==> config.mk <==
export PLATFORM = sky130hd
export DESIGN_NAME = sum_tree_pipe
export DESIGN_NICKNAME = d
export VERILOG_FILES = /design/src/rtl/sum_tree_pipe.sv
export SDC_FILE = /design/constraint.sdc
export NUM_CORES = 1
export LEC_CHECK = 0
export BUFFER_PORTS_ARGS = -buffer_cell sky130_fd_sc_hd__buf_4
export CAP_MARGIN = 25
export CORE_AREA = 2 2 64 66
export CTS_CLUSTER_DIAMETER = 100
export CTS_CLUSTER_SIZE = 8
export DETAILED_ROUTE_END_ITERATION = 10
export DIE_AREA = 0 0 66 68
export PLACE_DENSITY = 0.75
export SETUP_SLACK_MARGIN = 0.3
export SLEW_MARGIN = 0
export SYNTH_ARGS = -nofsm -noshare
export SYNTH_HDL_FRONTEND = slang
export SYNTH_SLANG_ARGS = --single-unit
==> constraint.sdc <==
create_clock -name clk -period 1.5 [get_ports clk]
set_input_delay 0.075 -clock clk [delete_from_list [all_inputs] [get_ports clk]]
set_output_delay 0.075 -clock clk [all_outputs]
set_load 0.01 [all_outputs]
==> src/rtl/sum_tree_pipe.sv <==
// sum_tree_pipe: pipelined N-input unsigned adder tree with valid/ready flow control.
//
// Adds N unsigned W-bit channels through a binary adder tree. The tree has
// L = $clog2(N) levels and one register stage per level, so the latency is L cycles.
// A single global enable stalls every stage together. The enable is
// en = out_ready | ~out_valid, so leading bubbles still drain while the
// downstream is not ready.
//
// Parameters:
//   N  - number of input channels (2..16)
//   W  - width of each channel
//   OW - output width (1..W+$clog2(N)); below the natural width the result
//        wraps (low bits), or saturates when SUM_OVF_EN is defined
//
// Ports:
//   clk       rising-edge clock
//   rst       synchronous active-low reset
//   in_valid  in_data carries a valid operand set
//   in_ready  pipeline accepts a set this cycle (combinational, equals en)
//   in_data   channel i at bits [i*W +: W]
//   out_valid out_sum holds a valid result
//   out_ready downstream accepts the result
//   out_sum   registered sum of the accepted set
//   out_ovf   (SUM_OVF_EN only) result saturated because it exceeded OW bits
//
// Optional feature macro: SUM_OVF_EN (saturation plus the out_ovf flag).
module sum_tree_pipe #(
  parameter int N  = 3,
  parameter int W  = 8,
  parameter int OW = W + $clog2(N)
) (
  input  logic            clk,
  input  logic            rst,
  input  logic            in_valid,
  output logic            in_ready,
  input  logic [N*W-1:0]  in_data,
  output logic            out_valid,
  input  logic            out_ready,
  output logic [OW-1:0]   out_sum
`ifdef SUM_OVF_EN
  ,
  output logic            out_ovf
`endif
);

  localparam int L  = $clog2(N);
  localparam int NW = W + L;

  logic         en_s;
  logic [L-1:0] vld_r;

  // The valid bit of the last level is the output valid.
  assign out_valid = vld_r[L-1];
  assign en_s      = out_ready | ~out_valid;
  assign in_ready  = en_s;

  // Per-level valid bits: shift in in_valid while enabled, hold otherwise.
  always_ff @(posedge clk) begin
    if (!rst) begin
      vld_r <= '0;
    end else if (en_s) begin
      vld_r <= L'({vld_r, in_valid});
    end else begin
      vld_r <= vld_r;
    end
  end

  for (genvar k = 0; k < L; k++) begin : g_lvl
    // PCNT operands of width IWK enter this level; CNT sums of width OWK leave it.
    localparam int PCNT = (N + (1 << k) - 1) >> k;
    localparam int CNT  = (N + (1 << (k + 1)) - 1) >> (k + 1);
    localparam int IWK  = W + k;
    localparam int OWK  = W + k + 1;

    logic [PCNT*IWK-1:0] src_s;
    logic [CNT*OWK-1:0]  nxt_s;
    logic                src_vld_s;

    if (k == 0) begin : g_src_in
      assign src_s     = in_data;
      assign src_vld_s = in_valid;
    end else begin : g_src_lvl
      assign src_s     = g_lvl[k-1].g_reg.data_r;
      assign src_vld_s = vld_r[k-1];
    end

    for (genvar j = 0; j < CNT; j++) begin : g_node
      if (2 * j + 1 < PCNT) begin : g_add
        assign nxt_s[j*OWK +: OWK] = OWK'(src_s[2*j*IWK +: IWK])
                                   + OWK'(src_s[(2*j+1)*IWK +: IWK]);
      end else begin : g_pass
        // Odd leftover operand: zero-extended into the next level.
        assign nxt_s[j*OWK +: OWK] = OWK'(src_s[2*j*IWK +: IWK]);
      end
    end

    // The last level is registered as out_sum below, after width reduction.
    if (k < L - 1) begin : g_reg
      logic [CNT*OWK-1:0] data_r;

      // Level register: loads only valid partial sums so bubbles leave data untouched.
      always_ff @(posedge clk) begin
        if (!rst) begin
          data_r <= '0;
        end else if (en_s && src_vld_s) begin
          data_r <= nxt_s;
        end else begin
          data_r <= data_r;
        end
      end
    end
  end

  logic [NW-1:0] fin_s;
  logic          fin_vld_s;
  logic [OW-1:0] red_s;
`ifdef SUM_OVF_EN
  logic          ovf_s;
`endif

  assign fin_s     = g_lvl[L-1].nxt_s;
  assign fin_vld_s = g_lvl[L-1].src_vld_s;

  if (OW < NW) begin : g_narrow
`ifdef SUM_OVF_EN
    // Any set bit above OW means the sum does not fit: saturate.
    assign ovf_s = |fin_s[NW-1:OW];
    assign red_s = ovf_s ? {OW{1'b1}} : fin_s[OW-1:0];
`else
    // Wrap-around: the high bits are deliberately discarded.
    logic [NW-OW-1:0] unused_hi_s;
    assign unused_hi_s = fin_s[NW-1:OW];
    assign red_s       = fin_s[OW-1:0];
`endif
  end else begin : g_full
    assign red_s = fin_s;
`ifdef SUM_OVF_EN
    assign ovf_s = 1'b0;
`endif
  end

  // Output register: holds during stalls and across bubbles.
  always_ff @(posedge clk) begin
    if (!rst) begin
      out_sum <= '0;
    end else if (en_s && fin_vld_s) begin
      out_sum <= red_s;
    end else begin
      out_sum <= out_sum;
    end
  end

`ifdef SUM_OVF_EN
  // Overflow flag is registered together with out_sum.
  always_ff @(posedge clk) begin
    if (!rst) begin
      out_ovf <= 1'b0;
    end else if (en_s && fin_vld_s) begin
      out_ovf <= ovf_s;
    end else begin
      out_ovf <= out_ovf;
    end
  end
`endif

endmodule

* Word-level counts from Yosys, hierarchy flattened
Index checks and enable logic that the tools add are counted.
** Word-level totals
- Output and inout port bits :: 12
- Memories :: 0
- Bits in latches :: 0
- Register bits after elaboration :: 29
- ROM bits :: 0
- Memory bits (writable) :: 0
- Logic and storage cells :: 9
- Input bits :: 28
** Operators by class
- Mux-type cells :: 0
- Reductions and logical operators :: 2
- Bitwise operators :: 2
- $mul :: 0
- Shift operators :: 0
- $lt $le $gt $ge :: 0
- Equality and inequality tests :: 0
- Div/mod/pow operators :: 0
- $add $sub $neg :: 2
** Operator list (count)
- $add A9 B8 Y10 :: 1
- $add A8 B8 Y9 :: 1
- $logic_and A1 B1 Y1 :: 2
- $not A1 Y1 :: 1
- $or A1 B1 Y1 :: 1

* Depth between registers and ports, before layout
- Depth in word-level cells :: 3
- Depth in mapped cells :: 7
- Gate-level depth less buffers :: 7

* Worst setup path after synthesis
OpenSTA, ideal clock, no wires.
- Path type :: register to register
- Start :: register g_lvl[0].g_reg.data_r[0]
- End :: register out_sum[8]
- Path slack :: -0.127 ns
- Buffers on the path :: 0
- Library setup time :: 0.079 ns
- Required time :: 1.421 ns
- Cell stages (with the launch flop) :: 8
- Arrival :: 1.548 ns
- Period minus slack after synthesis :: 1.627 ns
- Cell sequence :: dfxtp_1 > ha_1 > inv_1 > fa_1 > nor2b_1 > o31ai_1 > a211o_1 > o211ai_1
** On the way
- Longest elaborated chain between the ends :: 1
** Ends and longest elaborated chain
- start, declared :: RTL line 99 : logic [CNT*OWK-1:0] data_r;
- start signal, assigned :: RTL line 106 : data_r <= nxt_s;
- start signal, assigned :: RTL line 108 : data_r <= data_r;
- $add A9 B8 Y10 :: RTL line 90 : + OWK'(src_s[(2*j+1)*IWK +: IWK]);
- end signal, assigned :: RTL line 147 : out_sum <= red_s;
- end signal, assigned :: RTL line 149 : out_sum <= out_sum;
- end, declared :: RTL line 39 : output logic [OW-1:0] out_sum
No other way between the ends.
A chain may end at the register's enable or synchronous reset.

* Worst setup path after layout
- Start :: register g_lvl[0].g_reg.data_r[9]
- End :: register out_sum[5]
Same word-level chain as after synthesis.

==> impl_metrics.toml <==
[outcome]
status = "complete, but fails checks"
violations = "setup timing"

[setup_path]
crit_path_end_kind = "flop"
crit_fanout = 3
crit_chain = "ha_4 > buf_4 > buf_6 > a211oi_2 > buf_4 > o21bai_2 > a211o_1 > o311ai_2"
cp-start-kind = "flop"
path_buf_inv = 3
crit_path_max_incr_delay_ns = 0.33
cp.required_ns = 1.69
critPathSlowestCell = "dfxtp_2"
path_depth = 8
path_delay_family = "compound AO/OA/AOI/OAI gates"
rr_worst_depth = 8
path_class = "flop to flop"
crit_path_frequent_cell = "buf_4"
arrival_ns = 1.82

[hold_path]
hold_depth = 3
hp-class = "primary input to flop"

[final_layout]
final_common_cell = "buf_4"
final_cells = 342
nets = 338
fillers = 248
finish.utilization = 0.7794
drive_gt1_frac = 0.5582
num_antenna_cells = 0
layout_common_cells = "59 x buf_4, 23 x nand2_1, 18 x dfxtp_1"
syn2layout_area_growth_pct = 66.11

[drt]
routedWlPerCell_microns = 15.98
num_vias = 1977
drcViolationCount = 0
drt_first_pass_iters = 4
drt-initial-drc-count = 135
drtAntennaViolNets = 0
routed_wl_mm = 5.466
via_per_inst = 5.781

[grt]
grt_util_all_layers = 0.2576
grt_pass1_wl_mm = 8.742
grt_pass1_vias = 1900
grt_overflow = 0
antenna_found_initial = 0
grt_max_degree = 22

[yosys]
synth-edff-count = 0
syn-num-nets = 265
synthesis.area_sq_um = 1809
ys.flop_type = "dfxtp_1"
yosys_warnings = 0
ys_ff_latch = 29
ys_seq_area_frac = 0.3209
async_flop_share = 0
synthDistinctLibCells = 42
syn_inst = 219
syn_area_per_cell_sq_um = 8.261

[sta]
setup_viol = 6
fmax_mhz = 614.2
worst_hold_slack_ns = 0.03393
drv_slew = 0
setup_ws_ns = -0.1282
fin_skew_ns = 0.008240
rsz0062_at_grt = "yes"
period_minus_slack_ns = 1.628
final_hold_viol_count = 0
tightest_slew_ns = 0.4186
fin_crit_sh = 1.085
relSlewSlack = 0.7204

[floorplan]
io_pins = 40
die-area_sq_um = 4488
rows = 23
die_width_microns = 66
core_sq_um = 3856
initial_core_util = 0.4692
die_y_microns = 68

[cts]
htree_levels = 2
cts_tree = "done"
cts_sinks = 29
path_clk_slew_ns = 0.07
clkLatencyLatePin_ns = 0.29
cts_hold_buf = 0
clockBufferDepth = 2
cts_root_buf = "clkbuf_8"
numCtsBuffers = 5

[placed_design]
portBuffers = 39
dp_slack_ns = -0.1155
dp_hpwl_mm = 3.114
gp_congestion = 0.8019
placedCellCount = 314

[power]
ir_drop_v = 0.0006953
power.leakage_nw = 1.236
power.density_nw_per_um2 = 765.8

[run]
drv_cap = 0
-- timing repair --
| item | in CTS | in global routing |
|---|---|---|
| pin swaps | 40 | 16 |
| endpoints found under the setup margin | 23 | 28 |
| gates cloned | 2 | 0 |
| resized for setup | 57 | 29 |
| setup buffers | 18 | 1 |
-- kinds of logic after synthesis --
family          count (synthesis)  share of synthesized area
buf+inv                        17                    0.04218
fa+ha+maj                      18                     0.1328
compound gates                 77                     0.2974
flops                          29                     0.3209
simple gates                   76                     0.1971
xor+xnor                        2                   0.009684
-- per-layer routing --
layer | GRT usage | up-vias | part of all wire
met1 | 0.2975 | 942 | 0.40
met5 | 0 | - | 0
met2 | 0.4773 | 68 | 0.53
met4 | 0.07653 | 0 | 0.023
li1 | - | 955 | -
met3 | 0.05757 | 12 | 0.048
-- Yosys cell counts (5+ instances only) --
cell / instances / share of area
a211o_1: 9 / 0.044
a21oi_1: 23 / 0.064
dfxtp_1: 29 / 0.32
ha_1: 16 / 0.11
inv_1: 5 / 0.010
nand2_1: 40 / 0.083
nand3_1: 7 / 0.019
nor2_1: 11 / 0.023
o211ai_1: 7 / 0.029
o21ai_0: 5 / 0.014
o21ai_1: 5 / 0.014
-- final cells by class --
cell class	count	area [sq um]	area share
Multi-Input combinational cell	173	1546	0.5146
Clock inverter	1	7.507	0.002498
Clock buffer	6	82.58	0.02748
Sequential cell	29	594.3	0.1978
Timing Repair Buffer	76	683.2	0.2273
Tap cell	50	62.56	0.02082
Inverter	7	28.78	0.009575
-- worst register-to-register path, delay by kind of cell (launching register included) --
kind / cells / cell delay, ns
AOI/OAI and AO/OA: 4 / 0.64
buffers and inverters: 3 / 0.40
adders and majority gates: 1 / 0.16
DFF: 1 / 0.33
-- power by group --
group / internal, W / total (W) / switching [W]
clock network: 0.000362 / 0.000658 / 0.000297
logic: 0.000397 / 0.000765 / 0.000368
registers: 0.000828 / 0.000879 / 0.0000501
-- final timing paths --
check                                   end                      from  slack (ns)
hold / removal    g_lvl[0].g_reg.data_r[10]               in_data[17]        0.03
hold reg to reg                  out_sum[2]                out_sum[2]        0.46
setup reg to reg                 out_sum[5]  g_lvl[0].g_reg.data_r[9]       -0.13
setup / recovery                 out_sum[5]  g_lvl[0].g_reg.data_r[9]       -0.13
-- stage by stage --
stage	TNS (ns)	cell area (sq um)	power [W]
finish	-0.5151	3005	0.002302
global route	-0.8977	3005	0.002411
CTS	-0.3102	2869	0.002235
detailed placement	-0.3872	2367	0.001422
global placement	-0.2314	2367	0.001414
floorplan	-0.1172	1952	0.001237
-- registers in the layout, indices dropped and copies added, names as in the netlist --
register and flops:
out_sum 10, g_lvl.g_reg.data_r 17, vld_r 2
No activity file was read; power rests on OpenSTA's default activity.
